File: src/rtl/alu_io_pkg.sv
// Shared widths and loader state encoding for the 6-bit ALU input stage.
package alu_io_pkg;

    localparam int DATA_W = 6;
    localparam int MODE_W = 3;

    // Values double as the LED 'stage' encoding.
    typedef enum logic [1:0] {
        S_A     = 2'd0,
        S_B     = 2'd1,
        S_MODE  = 2'd2,
        S_READY = 2'd3
    } stage_e;

endpackage

File: src/rtl/btn_debounce.sv
// Two-flop synchroniser plus stability counter for one raw push-button.
// 'press' pulses for one cycle on each accepted rising edge of 'level'.
module btn_debounce #(
    parameter int DEBOUNCE_CYCLES = 1000000
) (
    input  logic clk,
    input  logic rst_n,
    input  logic btn_raw,
    output logic level,
    output logic press
);

    localparam int CNT_W = $clog2(DEBOUNCE_CYCLES + 1);
    localparam logic [CNT_W-1:0] CNT_LAST = CNT_W'(DEBOUNCE_CYCLES - 1);

    logic             sync1_q, sync2_q;
    logic             level_q, level_d;
    logic             press_q, press_d;
    logic [CNT_W-1:0] cnt_q, cnt_d;

    // NOTE: sequential state uses non-blocking assignments so every flop
    // samples the pre-edge value of its neighbours.
    always_ff @(posedge clk or negedge rst_n) begin
        if (!rst_n) begin
            sync1_q <= 1'b0;
            sync2_q <= 1'b0;
            level_q <= 1'b0;
            press_q <= 1'b0;
            cnt_q   <= '0;
        end else begin
            sync1_q <= btn_raw;
            sync2_q <= sync1_q;
            level_q <= level_d;
            press_q <= press_d;
            cnt_q   <= cnt_d;
        end
    end

    // NOTE: every variable gets a default before any branch, so no latch
    // can be inferred.
    always_comb begin
        level_d = level_q;
        press_d = 1'b0;
        cnt_d   = '0;
        if (sync2_q != level_q) begin
            // The D-th consecutive differing cycle flips the level; the
            // counter therefore never reaches DEBOUNCE_CYCLES and cannot wrap.
            if (cnt_q == CNT_LAST) begin
                level_d = sync2_q;
                press_d = sync2_q;
            end else begin
                cnt_d = cnt_q + CNT_W'(1);
            end
        end
    end

    assign level = level_q;
    assign press = press_q;

endmodule

File: src/rtl/alu_operand_loader.sv
// Captures A, B and mode from the switches over three debounced presses
// and presents them to the ALU with a one-cycle op_valid strobe.
module alu_operand_loader
    import alu_io_pkg::*;
#(
    parameter int DATA_W          = alu_io_pkg::DATA_W,
    parameter int MODE_W          = alu_io_pkg::MODE_W,
    parameter int DEBOUNCE_CYCLES = 1000000
) (
    input  logic              clk,
    input  logic              rst_n,
    input  logic [DATA_W-1:0] sw,
    input  logic [MODE_W-1:0] mode_sw,
    input  logic              btn_load,
    input  logic              btn_clr,
    output logic [DATA_W-1:0] A,
    output logic [DATA_W-1:0] B,
    output logic [MODE_W-1:0] mode,
    output logic              op_valid,
    output logic              ready,
    output logic [1:0]        stage
);

    logic load_level, load_press;
    logic clr_level, clr_press;

    btn_debounce #(.DEBOUNCE_CYCLES(DEBOUNCE_CYCLES)) u_db_load (
        .clk     (clk),
        .rst_n   (rst_n),
        .btn_raw (btn_load),
        .level   (load_level),
        .press   (load_press)
    );

    btn_debounce #(.DEBOUNCE_CYCLES(DEBOUNCE_CYCLES)) u_db_clr (
        .clk     (clk),
        .rst_n   (rst_n),
        .btn_raw (btn_clr),
        .level   (clr_level),
        .press   (clr_press)
    );

    stage_e            state_q, state_d;
    logic [DATA_W-1:0] a_q, a_d, b_q, b_d;
    logic [MODE_W-1:0] mode_q, mode_d;
    logic              valid_q, valid_d;

    always_ff @(posedge clk or negedge rst_n) begin
        if (!rst_n) begin
            state_q <= S_A;
            a_q     <= '0;
            b_q     <= '0;
            mode_q  <= '0;
            valid_q <= 1'b0;
        end else begin
            state_q <= state_d;
            a_q     <= a_d;
            b_q     <= b_d;
            mode_q  <= mode_d;
            valid_q <= valid_d;
        end
    end

    always_comb begin
        state_d = state_q;
        a_d     = a_q;
        b_d     = b_q;
        mode_d  = mode_q;
        valid_d = 1'b0;
        // Clear outranks a coincident load press, which is simply dropped.
        if (clr_press) begin
            state_d = S_A;
            a_d     = '0;
            b_d     = '0;
            mode_d  = '0;
        end else if (load_press) begin
            unique case (state_q)
                S_A, S_READY: begin
                    a_d     = sw;
                    state_d = S_B;
                end
                S_B: begin
                    b_d     = sw;
                    state_d = S_MODE;
                end
                S_MODE: begin
                    mode_d  = mode_sw;
                    valid_d = 1'b1;
                    state_d = S_READY;
                end
                default: state_d = S_A;
            endcase
        end
    end

    assign A        = a_q;
    assign B        = b_q;
    assign mode     = mode_q;
    assign op_valid = valid_q;
    assign ready    = (state_q == S_READY);
    assign stage    = state_q;

endmodule

File: config.mk
export PLATFORM = sky130hd
export DESIGN_NAME = alu_operand_loader
export DESIGN_NICKNAME = d
export VERILOG_FILES = /design/src/rtl/alu_io_pkg.sv /design/src/rtl/btn_debounce.sv /design/src/rtl/alu_operand_loader.sv
export SDC_FILE = /design/constraint.sdc
export NUM_CORES = 1
export LEC_CHECK = 0
export CORE_UTILIZATION = 35
export DETAILED_ROUTE_END_ITERATION = 10
export PLACE_DENSITY = 0.62
export SKIP_LAST_GASP = 1
export SLEW_MARGIN = 30
export SYNTH_ARGS = -nofsm -noshare
export SYNTH_HDL_FRONTEND = slang
export SYNTH_SLANG_ARGS = --single-unit
File: constraint.sdc
create_clock -name clk -period 2.1 [get_ports clk]
set_input_delay 0.315 -clock clk [delete_from_list [all_inputs] [get_ports clk]]
set_output_delay 0.315 -clock clk [all_outputs]
set_load 0.05 [all_outputs]
==> results of run 1 <==
-- flip-flops by register name, summed over array words and instances (netlist names) --
signal             cells
u_db_clr.press         1
u_db_load.sync2_q      1
op_valid               1
u_db_load.cnt_q       20
u_db_load.sync1_q      1
u_db_clr.cnt_q        20
u_db_clr.level         1
A                      6
stage                  2
u_db_load.press        1
mode                   3
B                      6
u_db_clr.sync2_q       1
u_db_load.level        1
u_db_clr.sync1_q       1
-- cell type report --
| cell class | instances | area share |
|---|---|---|
| tap | 108 | 0.0358 |
| multi-input combinational | 234 | 0.364 |
| inverter | 7 | 0.00696 |
| clock buffer | 11 | 0.0374 |
| clock inverter | 5 | 0.00795 |
| timing repair buffer | 42 | 0.111 |
| sequential | 66 | 0.437 |
-- kinds of logic (layout without fill, tap and decap cells) --
logic type / count (synthesis) / after routing / share of synthesized area
AO/OA/AOI/OAI: 46 / 46 / 0.0787
XOR/XNOR: 24 / 24 / 0.0675
adder cells (fa/ha/maj): 5 / 5 / 0.0201
buffers and inverters: 20 / 65 / 0.0289
flip-flops: 66 / 66 / 0.530
multiplexers: 2 / 2 / 0.00723
AND/OR/NAND/NOR: 157 / 157 / 0.267
-- cells in the mapped netlist, types with 2 or more instances --
| master | number |
|---|---|
| a21oi_1 | 29 |
| and2_1 | 2 |
| and3_1 | 7 |
| and4_1 | 7 |
| buf_6 | 2 |
| clkbuf_1 | 10 |
| dfrtp_1 | 66 |
| ha_1 | 5 |
| inv_1 | 7 |
| nand2_1 | 28 |
| nand2b_1 | 2 |
| nand3_1 | 32 |
| nand4_1 | 14 |
| nand4b_1 | 4 |
| nor2_1 | 37 |
| nor3_1 | 2 |
| nor4_1 | 3 |
| nor4bb_1 | 2 |
| o21ai_0 | 12 |
| o31ai_1 | 3 |
| or3_1 | 6 |
| or4_1 | 7 |
| xnor2_1 | 10 |
| xor2_1 | 14 |
-- path summary, 6_finish.rpt --
path,to,slack (ps),depth (start not counted)
hold / removal,u_db_load.sync2_q,360,0
setup reg to reg,u_db_clr.level,100,4
setup / recovery,u_db_clr.level,100,4
min in group asynchronous,B[3],490,3
hold reg to reg,u_db_load.sync2_q,360,0
max in group asynchronous,B[2],1290,3
-- stage by stage --
step / hold slack, ps / total power, W / area [sq um] / utilization
2_1_floorplan: 19.4 / 0.00135 / 3110 / -
3_3_place_gp: 338 / 0.00141 / 3590 / 0.414
3_5_place_dp: 344 / 0.00142 / 3590 / 0.414
4_1_cts: 360 / 0.00236 / 3770 / 0.435
5_1_grt: 369 / 0.00243 / 3780 / 0.435
6_report: 356 / 0.00232 / 3780 / 0.435
-- repair_timing --
action | in CTS | in global routing
hold buffers | 1 | 0
hold endpoints to repair | 66 | 0
setup endpoints to repair | 0 | 2
setup buffers | 0 | 0
resized for setup | 0 | 2
-- routing by layer --
layer | part of all wire | up-vias | wire length (um) | GRT usage
met5 | 0 | - | 0 | 0
met4 | 0.016 | 0 | 103 | 0.0699
met3 | 0.037 | 10 | 240 | 0.0340
met2 | 0.45 | 45 | 2910 | 0.228
met1 | 0.49 | 1213 | 3160 | 0.203
li1 | - | 1216 | - | -
-- power by group through the flow --
stage	logic [W]	clock network [W]	registers [W]
2_1_floorplan	0.0000318	0	0.00132
3_3_place_gp	0.0000949	0	0.00132
3_5_place_dp	0.0000955	0	0.00132
4_1_cts	0.0000977	0.000970	0.00130
5_1_grt	0.000109	0.00103	0.00130
6_report	0.0000948	0.000933	0.00130
==> metrics.md, run 1 <==
| Metric | Value |
|---|---|
| CP Capture Type | register |
| Dpl hpwl | about 4300 um |
| WP buf/inv | 0 |
| Sw Pwr | between 0.0005 and 0.0006 W |
| Fin cells | 473 |
| Gate power share | 0.041 |
| Nets | between 300 and 400 |
| Share of cells above drive strength 1 | 0.0877 |
| Area contributors post-synth | dfrtp_1 (53%), nand3_1 (5.1%), a21oi_1 (4.7%), nor2_1 (4.5%), xor2_1 (3.9%) |
| Rows | 34 |
| Layout area overhead | 21.3% |
| Sequential power share | 0.558 |
| Initial antenna violation count | 0 |
| N_diodes | 0 |
| Synth Area per Inst | 9.73 sq um |
| Largest delay share family, worst path | simple AND/OR/NAND/NOR gates |
| Top Ports | 32 |
| Area of the multi-input gates | roughly 1400 sq um |
| Core box area | a little under 9000 sq um |
| WL per Instance | around 14 um |
| Clock slew at reported path FFs | approximately 70 ps |
| Post-synth ARST share | 1.00 |
| Max-slew violations | 0 |
| Worst Path Required | between 2000 and 2500 ps |
| Largest net degree at the start of global routing | between 60 and 70 |
| Post-synth EDFFs | 0 |
| Slew of the pin with the lowest slew margin | 570 ps |
| Mapped Area | 3110 sq um |
| RR Startpoint | u_db_clr.cnt_q[11] |
| Period minus WS final | 2000 ps |
| Max_cap viols | 0 |
| Storage cell area | around 1700 sq um |
| Layout fillers | ~840 |
| Most common cell after layout, fill and taps aside | dfrtp_1 |
| Clock sinks | 66 |
| Sw Share | 0.234 |
| Die height | about 96 um |
| Seq/Total Area, Yosys | 0.530 |
| Vias in the first global route | 2361 |
| Clock power frac | 0.402 |
| Max incr delay on CP | 560 ps |
| TritonCTS clock tree | yes |
| Area share of the largest cell type after synthesis | 0.530 |
| H-tree Lvls | 3 |
| Final setup TNS | 0 ps |
| Gpl congestion | between 0.8 and 0.9 |
| Status | finished clean |
| Leak | around 1.6 nW |
| Grt total ovfl | 0 |
| Min-Delay Startpoint | u_db_load.sync1_q |
| Drt pass-1 iters | 4 |
| Clk_lat worst skew | approximately 340 ps |
| DR vias | ~2500 |
| Period utilization | 0.953 |
| Arrival time at the worst endpoint | around 2200 ps |
| Ys flop type | dfrtp_1 |
| Clock Skew | 7.50 ps |
| Most frequent cells in the layout | dfrtp_1 (66), nor2_1 (36), nand3_1 (32) |
| Endpoints failing hold | 0 |
| Setup CP Type | register to register |
| DR iter-0 viols | between 100 and 150 |
| Initial Util | 0.359 |
| Detail Route Antenna Nets | 0 |
| Mapped Nets | between 300 and 400 |
| Cell count after placement | 456 |
| Full die area | slightly above 9000 sq um |
| P_int | about 0.0018 W |
| Crit. Startpoint | u_db_clr.cnt_q[11] |
| Critical Path, Cell by Cell | or4b_1, or4_4, nor2_2, mux2_1 |
| Worst path slowest cell | or4_4 |
| Unique masters post-synth | 33 |
| Num CTS Buffers | 9 |
| Tightest Hold Check Type | register to register |
| First-pass GRT wire length | 10700 um |
| Synth warn | 0 |
| Setup violations, final | 0 |
| Pre-CTS setup slack | approximately 77 ps |
| Max Fclk | ~0.50 GHz |
| RSZ-0062 raised after global routing | false |
| Synth Instances | 320 |
| Largest area contributor in the netlist | dfrtp_1 |
| Clock root cell | clkbuf_8 |
| Routed WL | 6410 um |
| I/O Buffers | 31 |
| Critical Path Start Type | register |
| Via density | ~5.3 |
| Clock buffer depth | 2 |
| PwrDens | 615 nW/um^2 |
| Crit path max fanout | 2 |
| Final worst setup slack | a little under 100 ps |
| DRC viols | 0 |
| Yosys reg bits | between 60 and 70 |
| Max IR drop VDD | between 0.2 and 0.3 mV |
| Die width | ~96 um |
| Total track usage | 0.150 |
| Slew headroom | 0.620 |
No activity file was read; power rests on OpenSTA's default activity.
==> inputs of run 2 (changes only) <==
--- a/config.mk
+++ b/config.mk
@@ -5,11 +5,13 @@
 export SDC_FILE = /design/constraint.sdc
 export NUM_CORES = 1
 export LEC_CHECK = 0
+export CORE_ASPECT_RATIO = 1.75
 export CORE_UTILIZATION = 35
 export DETAILED_ROUTE_END_ITERATION = 10
+export GPL_TIMING_DRIVEN = 0
 export PLACE_DENSITY = 0.62
 export SKIP_LAST_GASP = 1
-export SLEW_MARGIN = 30
+export SLEW_MARGIN = 40
 export SYNTH_ARGS = -nofsm -noshare
 export SYNTH_HDL_FRONTEND = slang
 export SYNTH_SLANG_ARGS = --single-unit
==> run 2 against run 1 <==
Against the previous run: clock power grew 51%; first-iteration DRC count is 6.1% lower; global-route usage grew 1.2 points; combinational power is 2% lower; hold slack improved by 7.0 ps; design area is 3.0% higher; fmax fell by 2.6%; largest cell class unchanged; largest power group is now clock.
==> metrics.md, run 2 (synthesis results as in run 1) <==
| Metric | Value |
|---|---|
| Period utilization | 0.978 (+0.0250) |
| Vias in the first global route | 2486 (+5.3%) |
| Routed WL | 6590 um (+2.9%) |
| Gpl congestion | 0.811 (-0.17%) |
| Max_cap viols | 0 (unchanged) |
| Full die area | 9290 sq um (+0.16%) |
| Slew headroom | 0.650 (+0.0304) |
| Setup violations, final | 0 (unchanged) |
| Clock sinks | 66 (unchanged) |
| Top Usage Layer GRT | met2 |
| Detail Route Antenna Nets | 0 (unchanged) |
| Grt met1 use | 0.174 (-0.0293) |
| Initial antenna violation count | 0 (unchanged) |
| Dpl hpwl | 4800 um (+11%) |
| WL per Instance | 13.6 um (+0.37%) |
| Arrival time at the worst endpoint | 2270 ps (+50 ps) |
| Most common cell after layout, fill and taps aside | dfrtp_1 |
| Slew of the pin with the lowest slew margin | 523 ps (-47.2 ps) |
| Clock Skew | 9.41 ps (+1.91 ps) |
| Period minus WS final | 2050 ps (+52.6 ps) |
| Die width | 73.3 um (-24%) |
| Total track usage | 0.162 (+0.0121) |
| Leak | 1.59 nW (+0.36%) |
| Hold slack | 363 ps (+6.95 ps) |
| First-pass GRT wire length | 11500 um (+7.3%) |
| Nets | 383 (+1.3%) |
| Clock root cell | clkbuf_16 |
| Largest delay share family, worst path | simple AND/OR/NAND/NOR gates |
| Clock buffer depth | 2 (unchanged) |
| Crit path max fanout | 5 (+3) |
| Die height | 127 um (+32%) |
| DR vias | 2469 (-0.60%) |
| Drt pass-1 iters | 4 (unchanged) |
| WP buf/inv | 0 (unchanged) |
| Max Fclk | 0.487 GHz (-2.6%) |
| Initial Util | 0.359 (about the same) |
| Layout fillers | 870 (+3.8%) |
| Final setup TNS | 0 ps (unchanged) |
| Num CTS Buffers | 9 (unchanged) |
| Via density | 5.09 (-3.1%) |
| Share of cells above drive strength 1 | 0.0679 (-0.0197) |
| Setup CP Type | register to register |
| DR iter-0 viols | 124 (-6.1%) |
| N_diodes | 0 (unchanged) |
| Critical Path Start Type | register |
| PwrDens | 721 nW/um^2 (+17%) |
| I/O Buffers | 31 (unchanged) |
| Grt total ovfl | 0 (unchanged) |
| Status | finished clean |
| Biggest regs | u_db_clr.cnt_q x20, u_db_load.cnt_q x20 |
| Worst Path Required | 2310 ps (about the same) |
| Max IR drop VDD | 0.399 mV (+44%) |
| Max incr delay on CP | 580 ps (+20 ps) |
| Clk_lat worst skew | 330 ps (about the same) |
| Top Ports | 32 (unchanged) |
| Met3 GRT Util | 0.0524 (+0.0185) |
| DRC viols | 0 (unchanged) |
| Rows | 45 (+32%) |
| Max-slew violations | 0 (unchanged) |
| Post-layout util | 0.449 (+0.0135) |
| Worst path slowest cell | or4_4 |
| Clock slew at reported path FFs | 50 ps (-20 ps) |
| TritonCTS clock tree | yes |
| Critical Path, Cell by Cell | or4b_1, or4_4, nor2_4, mux2_1 |
| H-tree Lvls | 3 (unchanged) |
| M2 GR Usage | 0.283 (+0.0551) |
| Most frequent cells in the layout | dfrtp_1 (64), nor2_1 (36), nand3_1 (32) |
| Largest net degree at the start of global routing | 41 (-39%) |
| Layout area overhead | 24.9% |
| CP Capture Type | register |
| Endpoints failing hold | 0 (unchanged) |
| Core box area | 8670 sq um (about the same) |
| Tightest Hold Check Type | register to register |
## run 2: area by class of cell
class | instances | area (sq um) | area share
flip-flops and latches | 66 | 1650 | 0.425
multi-input cells | 234 | 1380 | 0.355
repair buffers | 34 | 345 | 0.0887
clock buffers | 11 | 233 | 0.0598
well taps | 117 | 146 | 0.0376
plain buffers | 13 | 63.8 | 0.0164
clock inverters | 3 | 42.5 | 0.0109
inverters | 7 | 26.3 | 0.00675
## run 2: repair_timing
| action | CTS | global route |
|---|---|---|
| buffers inserted | 1 | 0 |
| pin swaps | 0 | 0 |
| cloned | 0 | 0 |
| endpoints found under the setup margin | 1 | 1 |
| gates resized for setup | 2 | 2 |
| hold endpoints to repair | 26 | 0 |
| hold buffers | 1 | 0 |
## run 2: power by group
group	switching [W]	total, W	internal, W
clock network	0.000511	0.00141	0.000902
logic	0.0000536	0.0000932	0.0000396
registers	0.0000119	0.00130	0.00129
total	0.000576	0.00280	0.00223
## run 2: worst paths after layout
kind | depth (start not counted) | from | slack [ps] | to
max in group asynchronous | 3 | rst_n | 1140 | u_db_clr.cnt_q[18]
hold reg to reg | 0 | u_db_load.sync1_q | 360 | u_db_load.sync2_q
hold / removal | 0 | u_db_load.sync1_q | 360 | u_db_load.sync2_q
min in group asynchronous | 2 | rst_n | 430 | u_db_load.cnt_q[9]
setup / recovery | 4 | u_db_clr.cnt_q[12] | 50 | u_db_clr.level
setup reg to reg | 4 | u_db_clr.cnt_q[12] | 50 | u_db_clr.level
## run 2: metrics by stage
step	std cells	power (W)	setup WS, ps	area (sq um)
global route	485	0.00292	-1.13	3890
detailed placement	469	0.00142	-38.6	3590
finish	485	0.00280	45.8	3890
floorplan	320	0.00135	67.3	3110
CTS	485	0.00284	16.7	3880
global placement	468	0.00141	-1440	3570
## run 2: routing by layer
layer | part of all wire | vias to the layer above | routed length (um)
li1 | - | 1225 | -
met1 | 0.40 | 1198 | 2670
met2 | 0.54 | 30 | 3590
met3 | 0.026 | 16 | 174
met4 | 0.025 | 0 | 167
met5 | 0 | - | 0
## run 2: worst register-to-register path, stage by stage (launching register included)
cell	delay (ps)
dfrtp_2	430
or4b_1	500
or4_4	580
nor2_4	110
mux2_1	320
==> inputs of run 3 (changes only) <==
--- a/config.mk
+++ b/config.mk
@@ -9,7 +9,8 @@
 export CORE_UTILIZATION = 35
 export DETAILED_ROUTE_END_ITERATION = 10
 export GPL_TIMING_DRIVEN = 0
-export PLACE_DENSITY = 0.62
+export HOLD_SLACK_MARGIN = 0.06
+export PLACE_DENSITY = 0.6
 export SKIP_LAST_GASP = 1
 export SLEW_MARGIN = 40
 export SYNTH_ARGS = -nofsm -noshare
==> constraint.sdc (replaced) <==
create_clock -name clk -period 2.5 [get_ports clk]
set_input_delay 0.375 -clock clk [delete_from_list [all_inputs] [get_ports clk]]
set_output_delay 0.375 -clock clk [all_outputs]
set_load 0.05 [all_outputs]
==> run 3 against run 2 <==
Against the previous run: non-clock buffer count shrank 1; sequential power down 16%; routed wire length is 1.1% higher; sequential cell count is the same; largest cell class unchanged; core utilization is 0.14 points higher; critical path type unchanged; cell count rose by 0.21%; combinational power shrank 16%.
==> metrics.md, run 3 (synthesis results as in run 1) <==
| Metric | Value |
|---|---|
| Status | finished clean |
| CP endpoint | u_db_clr.level |
| RSZ-0062 raised after global routing | false |
| Initial Util | 0.359 (unchanged) |
| Die width | 73.3 um (unchanged) |
| Full die area | 9290 sq um (unchanged) |
| DR vias | 2513 (+1.8%) |
| I/O Buffers | 31 (unchanged) |
| TritonCTS clock tree | yes |
| Tightest Hold Check Type | register to register |
| Endpoints failing hold | 0 (unchanged) |
| Pwr Total | 0.00242 W (-14%) |
| RR Startpoint | u_db_clr.cnt_q[11] |
| Initial antenna violation count | 0 (unchanged) |
| Routed WL | 6660 um (+1.1%) |
| Biggest regs | u_db_clr.cnt_q x20, u_db_load.cnt_q x20 |
| Max Fclk | 0.468 GHz (-3.9%) |
| First-pass GRT wire length | 11400 um (-0.90%) |
| DR iter-0 viols | 103 (-17%) |
| Clock root cell | clkbuf_16 |
| Period minus WS final | 2140 ps (+83.3 ps) |
| Fin cells | 486 (+0.21%) |
| CP Capture Type | register |
| Cell count after placement | 469 (unchanged) |
| Setup CP Type | register to register |
| Most frequent cells in the layout | dfrtp_1 (66), nor2_1 (37), nand3_1 (32) |
| Total track usage | 0.161 (-0.000890) |
| WL per Instance | 13.7 um (+0.87%) |
| Detail Route Antenna Nets | 0 (unchanged) |
| Setup violations, final | 0 (unchanged) |
| Num CTS Buffers | 9 (unchanged) |
| Final setup TNS | 0 ps (unchanged) |
| Pre-CTS setup slack | 342 ps (+381 ps) |
| Critical Path Start Type | register |
| FF-to-FF path depth | 4 (unchanged) |
| Arrival time at the worst endpoint | 2350 ps (+80 ps) |
| Clock sinks | 66 (unchanged) |
| Max IR drop VDD | 0.379 mV (-5.0%) |
| Rows | 45 (unchanged) |
| Dpl hpwl | 4870 um (+1.5%) |
| Clock Skew | 5.58 ps (-3.83 ps) |
| Clk_lat worst skew | 330 ps (about the same) |
| Final worst setup slack | 362 ps (+317 ps) |
| Layout area overhead | 25.4% |
| Via density | 5.17 (+1.6%) |
| Leak | 1.61 nW (+1.2%) |
| H-tree Lvls | 3 (unchanged) |
| Top Ports | 32 (unchanged) |
| N_diodes | 0 (unchanged) |
| Core box area | 8670 sq um (unchanged) |
| Layout fillers | 862 (-0.92%) |
| Max_cap viols | 0 (unchanged) |
| Hold slack | 348 ps (-15.5 ps) |
| End of the worst register-to-register path | u_db_clr.level |
| Worst Path Required | 2710 ps (+400 ps) |
| Vias in the first global route | 2505 (+0.76%) |
| Most common cell after layout, fill and taps aside | dfrtp_1 |
| Clock slew at reported path FFs | 50 ps (about the same) |
| DRC viols | 0 (unchanged) |
| Max-slew violations | 0 (unchanged) |
| Slew headroom | 0.642 (-0.00798) |
| Crit path max fanout | 6 (+1) |
| Share of cells above drive strength 1 | 0.0678 (-0.000184) |
| Largest net degree at the start of global routing | 40 (-2.4%) |
| Clock buffer depth | 2 (unchanged) |
| Die height | 127 um (unchanged) |
| CTS resizes | 0 (-2) |
| Period utilization | 0.855 (-0.123) |
| Flop-to-flop setup slack | 360 ps (+320 ps) |
| Crit. Startpoint | u_db_clr.cnt_q[11] |
| Nets | 382 (-0.26%) |
| Drt pass-1 iters | 4 (unchanged) |
| PwrDens | 621 nW/um^2 (-14%) |
| Slew of the pin with the lowest slew margin | 535 ps (+11.9 ps) |
| Gpl congestion | 0.813 (+0.31%) |
| Grt total ovfl | 0 (unchanged) |
-- run 3: cell types whose count changed in the layout (fill, tap and decap cells not counted), moves of 2 or more --
cell and delta:
dfrtp_1 +2, dfrtp_2 -2, clkbuf_1 -2, clkinv_4 +3
-- run 3: layer usage --
metal  vias up  track usage  part of all wire
met5         -            0                 0
met1      1230        0.169              0.39
li1       1224            -                 -
met4         0       0.0837             0.025
met3        15       0.0437             0.032
met2        44        0.286              0.55
-- run 3: final cells by class --
| class | count | area (sq um) | share of cell area |
|---|---|---|---|
| Inverter | 7 | 26.3 | 0.00673 |
| Buffer | 13 | 63.8 | 0.0163 |
| Clock inverter | 6 | 66.3 | 0.0170 |
| Sequential cell | 66 | 1650 | 0.423 |
| Timing Repair Buffer | 33 | 338 | 0.0865 |
| Clock buffer | 10 | 239 | 0.0612 |
| Multi-Input combinational cell | 234 | 1370 | 0.352 |
| Tap cell | 117 | 146 | 0.0375 |
-- run 3: per-stage QoR --
step	utilization	cell area (sq um)
2_1_floorplan	-	3110
3_3_place_gp	0.412	3570
3_5_place_dp	0.414	3590
4_1_cts	0.450	3900
5_1_grt	0.450	3900
6_report	0.450	3900
-- run 3: critical path, stage by stage, from the launching register on --
cell and delay, ps:
dfrtp_1 440, or4b_1 530, or4_4 550, nor2_1 160
mux2_1 330
-- run 3: worst min-delay path by stage --
stage                     startpoint                to  slack, ps  depth (start not counted)
floorplan                      rst_n              A[0]         80                          0
global placement    u_db_clr.sync1_q  u_db_clr.sync2_q        330                          0
detailed placement  u_db_clr.sync1_q  u_db_clr.sync2_q        340                          0
CTS                 u_db_clr.sync1_q  u_db_clr.sync2_q        350                          0
global route        u_db_clr.sync1_q  u_db_clr.sync2_q        360                          0
finish              u_db_clr.sync1_q  u_db_clr.sync2_q        350                          0
-- run 3: repair_timing --
| item | 4_1_cts | 5_1_grt |
|---|---|---|
| hold endpoints to repair | 38 | 0 |
| hold buffers | 1 | 0 |
| buffers inserted | 0 | 0 |
-- run 3: power breakdown --
group	internal (W)	switching, W	total [W]
logic	0.0000333	0.0000448	0.0000781
registers	0.00108	0.00000980	0.00109
clock network	0.000799	0.000456	0.00125
